[src/rtl/xsim_msg_source_arb_if.sv]
// Channel-side and emit-side signals of the multi-channel message source arbiter.
// The master drives beats into the channels; the slave (the arbiter) emits the serialised stream.
interface xsim_msg_source_arb_if #(
   parameter int NUM_CHAN   = 4,
   parameter int DATA_WIDTH = 32
);
   logic [NUM_CHAN-1:0]            in_valid;
   logic [NUM_CHAN-1:0]            in_ready;
   logic [NUM_CHAN*DATA_WIDTH-1:0] in_beat;
   logic [NUM_CHAN*32-1:0]         in_portal;
   logic                           en_beat;
   logic [31:0]                    portal;
   logic [DATA_WIDTH-1:0]          beat;
   logic [NUM_CHAN-1:0]            drop_err;

   modport master (
      output in_valid, in_beat, in_portal,
      input  in_ready, en_beat, portal, beat, drop_err
   );

   modport slave (
      input  in_valid, in_beat, in_portal,
      output in_ready, en_beat, portal, beat, drop_err
   );
endinterface

[src/rtl/xsim_msg_source_arb.sv]
// Buffers per-channel beat streams and round-robin arbitrates whole messages onto
// one registered beat stream; the header's low 16 bits give the message length in beats.
module xsim_msg_source_arb #(
   parameter int NUM_CHAN   = 4,
   parameter int DATA_WIDTH = 32,
   parameter int DEPTH      = 8
) (
   input  logic                  CLK,
   input  logic                  RST,
   xsim_msg_source_arb_if.slave  bus
);
   localparam int AW    = $clog2(DEPTH);
   localparam int CNT_W = AW + 1;
   localparam int CH_W  = (NUM_CHAN > 1) ? $clog2(NUM_CHAN) : 1;

   typedef enum logic {IDLE, BURST} state_t;

   logic [DATA_WIDTH-1:0] mem    [NUM_CHAN][DEPTH];
   logic [AW-1:0]         wr_ptr [NUM_CHAN];
   logic [AW-1:0]         rd_ptr [NUM_CHAN];
   logic [CNT_W-1:0]      count  [NUM_CHAN];
   logic [DATA_WIDTH-1:0] head   [NUM_CHAN];
   logic [DATA_WIDTH-1:0] chan_beat   [NUM_CHAN];
   logic [31:0]           chan_portal [NUM_CHAN];
   logic [NUM_CHAN-1:0]   ready;
   logic [NUM_CHAN-1:0]   push;
   logic [NUM_CHAN-1:0]   pop_vec;

   state_t          state, state_n;
   logic [CH_W-1:0] grant, grant_n;
   logic [CH_W-1:0] rr_ptr, rr_n;
   logic [15:0]     remaining, rem_n;
   logic            pop;
   logic [CH_W-1:0] pop_ch;
   logic            found;
   int              idx;
   logic [15:0]     len;

   always_comb begin
      for (int i = 0; i < NUM_CHAN; i++) begin
         ready[i]       = (count[i] != CNT_W'(DEPTH));
         push[i]        = bus.in_valid[i] & ready[i];
         head[i]        = mem[i][rd_ptr[i]];
         chan_beat[i]   = bus.in_beat[i*DATA_WIDTH +: DATA_WIDTH];
         chan_portal[i] = bus.in_portal[i*32 +: 32];
      end
   end

   assign bus.in_ready = ready;

   // NOTE: every variable gets a default before the case so no path leaves one unassigned and infers a latch.
   always_comb begin
      state_n = state;
      grant_n = grant;
      rr_n    = rr_ptr;
      rem_n   = remaining;
      pop     = 1'b0;
      pop_ch  = grant;
      pop_vec = '0;
      found   = 1'b0;
      idx     = 0;
      len     = '0;
      case (state)
         IDLE: begin
            for (int k = 1; k <= NUM_CHAN; k++) begin
               idx = int'(rr_ptr) + k;
               if (idx >= NUM_CHAN) idx = idx - NUM_CHAN;
               if (!found && count[idx] != '0) begin
                  found  = 1'b1;
                  pop_ch = CH_W'(idx);
               end
            end
            if (found) begin
               pop     = 1'b1;
               rr_n    = pop_ch;
               grant_n = pop_ch;
               len     = head[pop_ch][15:0];
               if (len > 16'd1) begin
                  state_n = BURST;
                  rem_n   = len - 16'd1;
               end
            end
         end
         BURST: begin
            if (count[grant] != '0) begin
               pop   = 1'b1;
               rem_n = remaining - 16'd1;
               if (remaining == 16'd1) state_n = IDLE;
            end
         end
         default: state_n = IDLE;
      endcase
      if (pop) pop_vec[pop_ch] = 1'b1;
   end

   always_ff @(posedge CLK or posedge RST) begin
      if (RST) begin
         state     <= IDLE;
         grant     <= '0;
         rr_ptr    <= CH_W'(NUM_CHAN - 1);
         remaining <= '0;
      end else begin
         state     <= state_n;
         grant     <= grant_n;
         rr_ptr    <= rr_n;
         remaining <= rem_n;
      end
   end

   always_ff @(posedge CLK or posedge RST) begin
      if (RST) begin
         for (int i = 0; i < NUM_CHAN; i++) begin
            wr_ptr[i] <= '0;
            rd_ptr[i] <= '0;
            count[i]  <= '0;
         end
      end else begin
         for (int i = 0; i < NUM_CHAN; i++) begin
            if (push[i])    wr_ptr[i] <= wr_ptr[i] + 1'b1;
            if (pop_vec[i]) rd_ptr[i] <= rd_ptr[i] + 1'b1;
            case ({push[i], pop_vec[i]})
               2'b10:   count[i] <= count[i] + 1'b1;
               2'b01:   count[i] <= count[i] - 1'b1;
               default: count[i] <= count[i];
            endcase
         end
      end
   end

   // NOTE: storage is left unreset; pointers and counts define validity, so stale words are never read.
   always_ff @(posedge CLK) begin
      for (int i = 0; i < NUM_CHAN; i++) begin
         if (push[i]) mem[i][wr_ptr[i]] <= chan_beat[i];
      end
   end

   always_ff @(posedge CLK or posedge RST) begin
      if (RST) begin
         bus.en_beat  <= 1'b0;
         bus.portal   <= '0;
         bus.beat     <= '0;
         bus.drop_err <= '0;
      end else begin
         bus.en_beat  <= pop;
         bus.drop_err <= bus.drop_err | (bus.in_valid & ~ready);
         if (pop) begin
            bus.beat   <= head[pop_ch];
            bus.portal <= chan_portal[pop_ch];
         end
      end
   end
endmodule

[src/flat_wrapper.sv]
// flat-port wrapper written by rule: the top's interface ports become plain ports
module xsim_msg_source_arb_flat 
#(
   parameter int NUM_CHAN   = 4,
   parameter int DATA_WIDTH = 32,
   parameter int DEPTH      = 8
)
  (CLK, RST, bus_in_valid, bus_in_beat, bus_in_portal, bus_in_ready, bus_en_beat, bus_portal, bus_beat, bus_drop_err);
  xsim_msg_source_arb_if #(.NUM_CHAN(NUM_CHAN), .DATA_WIDTH(DATA_WIDTH)) bus_i ();
  input  logic CLK;
  input  logic RST;
  input wire logic [$bits(bus_i.in_valid)-1:0] bus_in_valid;
  input wire logic [$bits(bus_i.in_beat)-1:0] bus_in_beat;
  input wire logic [$bits(bus_i.in_portal)-1:0] bus_in_portal;
  output wire logic [$bits(bus_i.in_ready)-1:0] bus_in_ready;
  output wire logic [$bits(bus_i.en_beat)-1:0] bus_en_beat;
  output wire logic [$bits(bus_i.portal)-1:0] bus_portal;
  output wire logic [$bits(bus_i.beat)-1:0] bus_beat;
  output wire logic [$bits(bus_i.drop_err)-1:0] bus_drop_err;
  assign bus_i.in_valid = bus_in_valid;
  assign bus_i.in_beat = bus_in_beat;
  assign bus_i.in_portal = bus_in_portal;
  assign bus_in_ready = bus_i.in_ready;
  assign bus_en_beat = bus_i.en_beat;
  assign bus_portal = bus_i.portal;
  assign bus_beat = bus_i.beat;
  assign bus_drop_err = bus_i.drop_err;
  xsim_msg_source_arb #(.NUM_CHAN(NUM_CHAN), .DATA_WIDTH(DATA_WIDTH), .DEPTH(DEPTH)) u_core (.CLK(CLK), .RST(RST), .bus(bus_i));
endmodule
[config.mk]
export PLATFORM = sky130hd
export DESIGN_NAME = xsim_msg_source_arb_flat
export DESIGN_NICKNAME = d
export VERILOG_FILES = /design/src/rtl/xsim_msg_source_arb_if.sv /design/src/rtl/xsim_msg_source_arb.sv /design/src/flat_wrapper.sv
export SDC_FILE = /design/constraint.sdc
export NUM_CORES = 2
export LEC_CHECK = 0
export CORE_AREA = 2 2 359 272
export CTS_CLUSTER_DIAMETER = 120
export DETAILED_ROUTE_END_ITERATION = 8
export DIE_AREA = 0 0 361 274
export GPL_TIMING_DRIVEN = 0
export PLACE_DENSITY = 0.68
export REMOVE_ABC_BUFFERS = 1
export SYNTH_ARGS = -nofsm -noshare
export SYNTH_HDL_FRONTEND = slang
export SYNTH_SLANG_ARGS = --single-unit
[constraint.sdc]
create_clock -name CLK -period 9.1 [get_ports CLK]
set_clock_uncertainty 0.05 [all_clocks]
set_input_delay 1.82 -clock CLK [delete_from_list [all_inputs] [get_ports CLK]]
set_output_delay 1.82 -clock CLK [all_outputs]
set_load 0.01 [all_outputs]
==> reports/results.tsv <==
metric	value	unit
headroom to the max-slew limit	17.03	%
Tcrit/Tclk final	72.66	%
quantity of gates resized following cts	0	
ANT nets after route	0	
CORE AREA	96000	um^2
drt wl/cell	28.08	um
post-layout power	15.56	mW
Residual DRC	0	
H-tree depth	3	
critical path endpoint category	flop	
Post-synth EDFFs	1024	
Max VDD drop	0.1990	mV
first-pass GRT wire length	174800	um
Synth Register Bits	1154	
Seq/Total Area, Yosys	71.88	%
Fillers	6821	
# setup viols final	0	
Hold WC Path Type	reg -> reg	
Mapped Area	47310	um^2
initial DRC count	2456	
Gate Count Post-Synth	2521	
TritonCTS buffer count	109	
initial antenna violation count	19	
kind of critical path	reg -> reg	
share of cells above drive strength 1	22.47	%
io pins	335	
worst-path fanout max	40	
hold_buf cts	0	
GPL Wtd Cong	0.9623	
Post-layout nets	3194	
Ys Warns	0	
num rows	99	
outcome	finished clean	
syn_area_per_cell	18.76	um^2
pre-CTS WS	2711	ps
Synth-to-Final Area Change	20.75	%
CTS root buffer	clkbuf_16	
WL final	119800	um
WP data required	9610	ps
final setup TNS	0	ps
worst skew pair latency	680	ps
post-route minimum period	6612	ps
Multi-input gate area	12870	um^2
Worst Tran Pin Value	1245	ps
Overall Global Routing Usage	24.29	%
ys flop type	edfxtp_1	
LEAKAGE	18.50	nW
setup ws final	2488	ps
CTS Buffer Depth	3	
GRT overflow	0	
Slew Limit Fails	0	
largest net degree at the start of global routing	78	
Unique masters post-synth	73	
postcts setup bufs	0	
Worst-path clk slew	60	ps
die height	274	um
post-DR vias/cell	6.001	
arrival time worst endpoint	7120	ps
CP startpoint kind	flop	
asr flop ratio synth	11.27	%
final core occ	59.50	%
Max Cap Viol	0	
vias	25600	
CTS Sinks	1154	
Initial Util	49.28	%
final hold violations	0	
vias in the first global route	26050	
post-DP HPWL	81180	um
Die ar.	98910	um^2
RSZ-0062 raised after global routing	no	
port bufs	334	
CTS tree	yes	
drt pass-1 iters	5	
power density cells	272.3	nW/um^2
Max Fclk	151.2	MHz
Die X	361	um
Sequential Area	34040	um^2
power breakdown:
part           switching [mW]  leakage, nW  total [mW]  internal (mW)
sequential              0.472         10.8        7.17           6.70
clock                    1.97         1.89        4.81           2.84
combinational            2.06         5.81        3.58           1.51
layout make-up:
cell class / count / area share [%]
Tap cell: 1262 / 2.764
Clock inverter: 66 / 1.345
Sequential cell: 1154 / 59.59
Multi-Input combinational cell: 1199 / 22.53
Clock buffer: 140 / 5.380
Antenna cell: 4 / 0.01752
Timing Repair Buffer: 408 / 8.146
Inverter: 32 / 0.2278
state kept, by name, indices dropped and copies added, names as in the netlist, 2 cells and up:
signal / count
u_core.bus.beat: 32
u_core.mem: 1024
u_core.bus.drop_err: 4
u_core.count: 16
u_core.wr_ptr: 12
u_core.bus.portal: 32
u_core.rd_ptr: 12
u_core.grant: 2
u_core.rr_ptr: 2
u_core.remaining: 16
path summary, 6_finish.rpt:
kind,from,end,cells after the start,slack [ps]
worst min-delay path,u_core.bus.portal[17],u_core.bus.portal[17],2,420
worst min register to register,u_core.bus.portal[17],u_core.bus.portal[17],2,420
max in group asynchronous,RST,u_core.rd_ptr[7],3,6530
min in group asynchronous,RST,u_core.bus.portal[28],2,1510
worst max register to register,u_core.count[8],u_core.remaining[7],15,2490
worst max-delay path,u_core.count[8],u_core.remaining[7],15,2490
layout by cell type (no fill, tap or decap), drive strengths merged, types with 7 or more instances in the layout:
master         count
mux2              47
or4                8
a211oi            55
nor4              13
nand2            215
mux4             296
clkbuf           141
edfxtp          1024
dfrtp            128
nor2b             26
o21ai             40
a31oi             13
o211ai            25
nand3             20
ha                24
buf               73
clkinv            44
a21o               8
clkdlybuf4s50    334
a31o               7
nor2              84
inv               35
mux2i            101
bufinv            16
a21oi             49
or2                7
xnor2             21
nor3              50
xor2              15
nand2b            10
through the flow:
step / hold slack (ps) / cell area [um^2] / std cells
detailed placement: 410.8 / 53260 / 4054
global route: 442.3 / 57120 / 4263
floorplan: 407.1 / 46730 / 2385
finish: 423.4 / 57120 / 4265
CTS: 426.1 / 57100 / 4260
global placement: 407.2 / 51650 / 3981
per-layer routing:
metal / wire (um) / track usage (%) / share of wire [%]
met2: 58350 / 40.01 / 49
met1: 47950 / 32.44 / 40
met4: 3364 / 7.245 / 2.8
met5: 109 / 0 / 0.091
met3: 9984 / 5.814 / 8.3
worst max-delay path, cell delays in order (launching register included):
cell     delay [ps]
dfrtp_1         470
nor4_4          730
nor2_1          110
mux4_2          560
a211o_1         380
nand2_2         750
mux2_2          420
mux2i_1         630
ha_1            270
nor2_1           50
nor2_1           80
nand4_1         120
or4_1           590
o21ai_4         580
nor2_1          260
a221o_1         380
kinds of logic (layout without fill, tap and decap cells):
kind of cell	Yosys count	after routing	share of synthesized area (%)
buf+inv	168	646	1.473
fa+ha+maj	28	28	0.8041
mux	444	444	17.35
xor+xnor	36	36	0.6665
compound gates	233	233	3.375
flops	1154	1154	71.88
other cells	0	4	0
simple gates	458	458	4.449
cell usage after synthesis (all sizes together), types with 47 or more instances:
master  instances  area [um^2]
a211oi         55        422.9
a21oi          49        245.2
buf            55        272.8
clkbuf         81        304.0
dfrtp         128         3203
edfxtp       1024        30750
mux2           47        529.3
mux2i         101         1011
mux4          296         6666
nand2         215        807.0
nor2           84        315.3
nor3           50        250.2
Power figures use the tool's default switching activity.
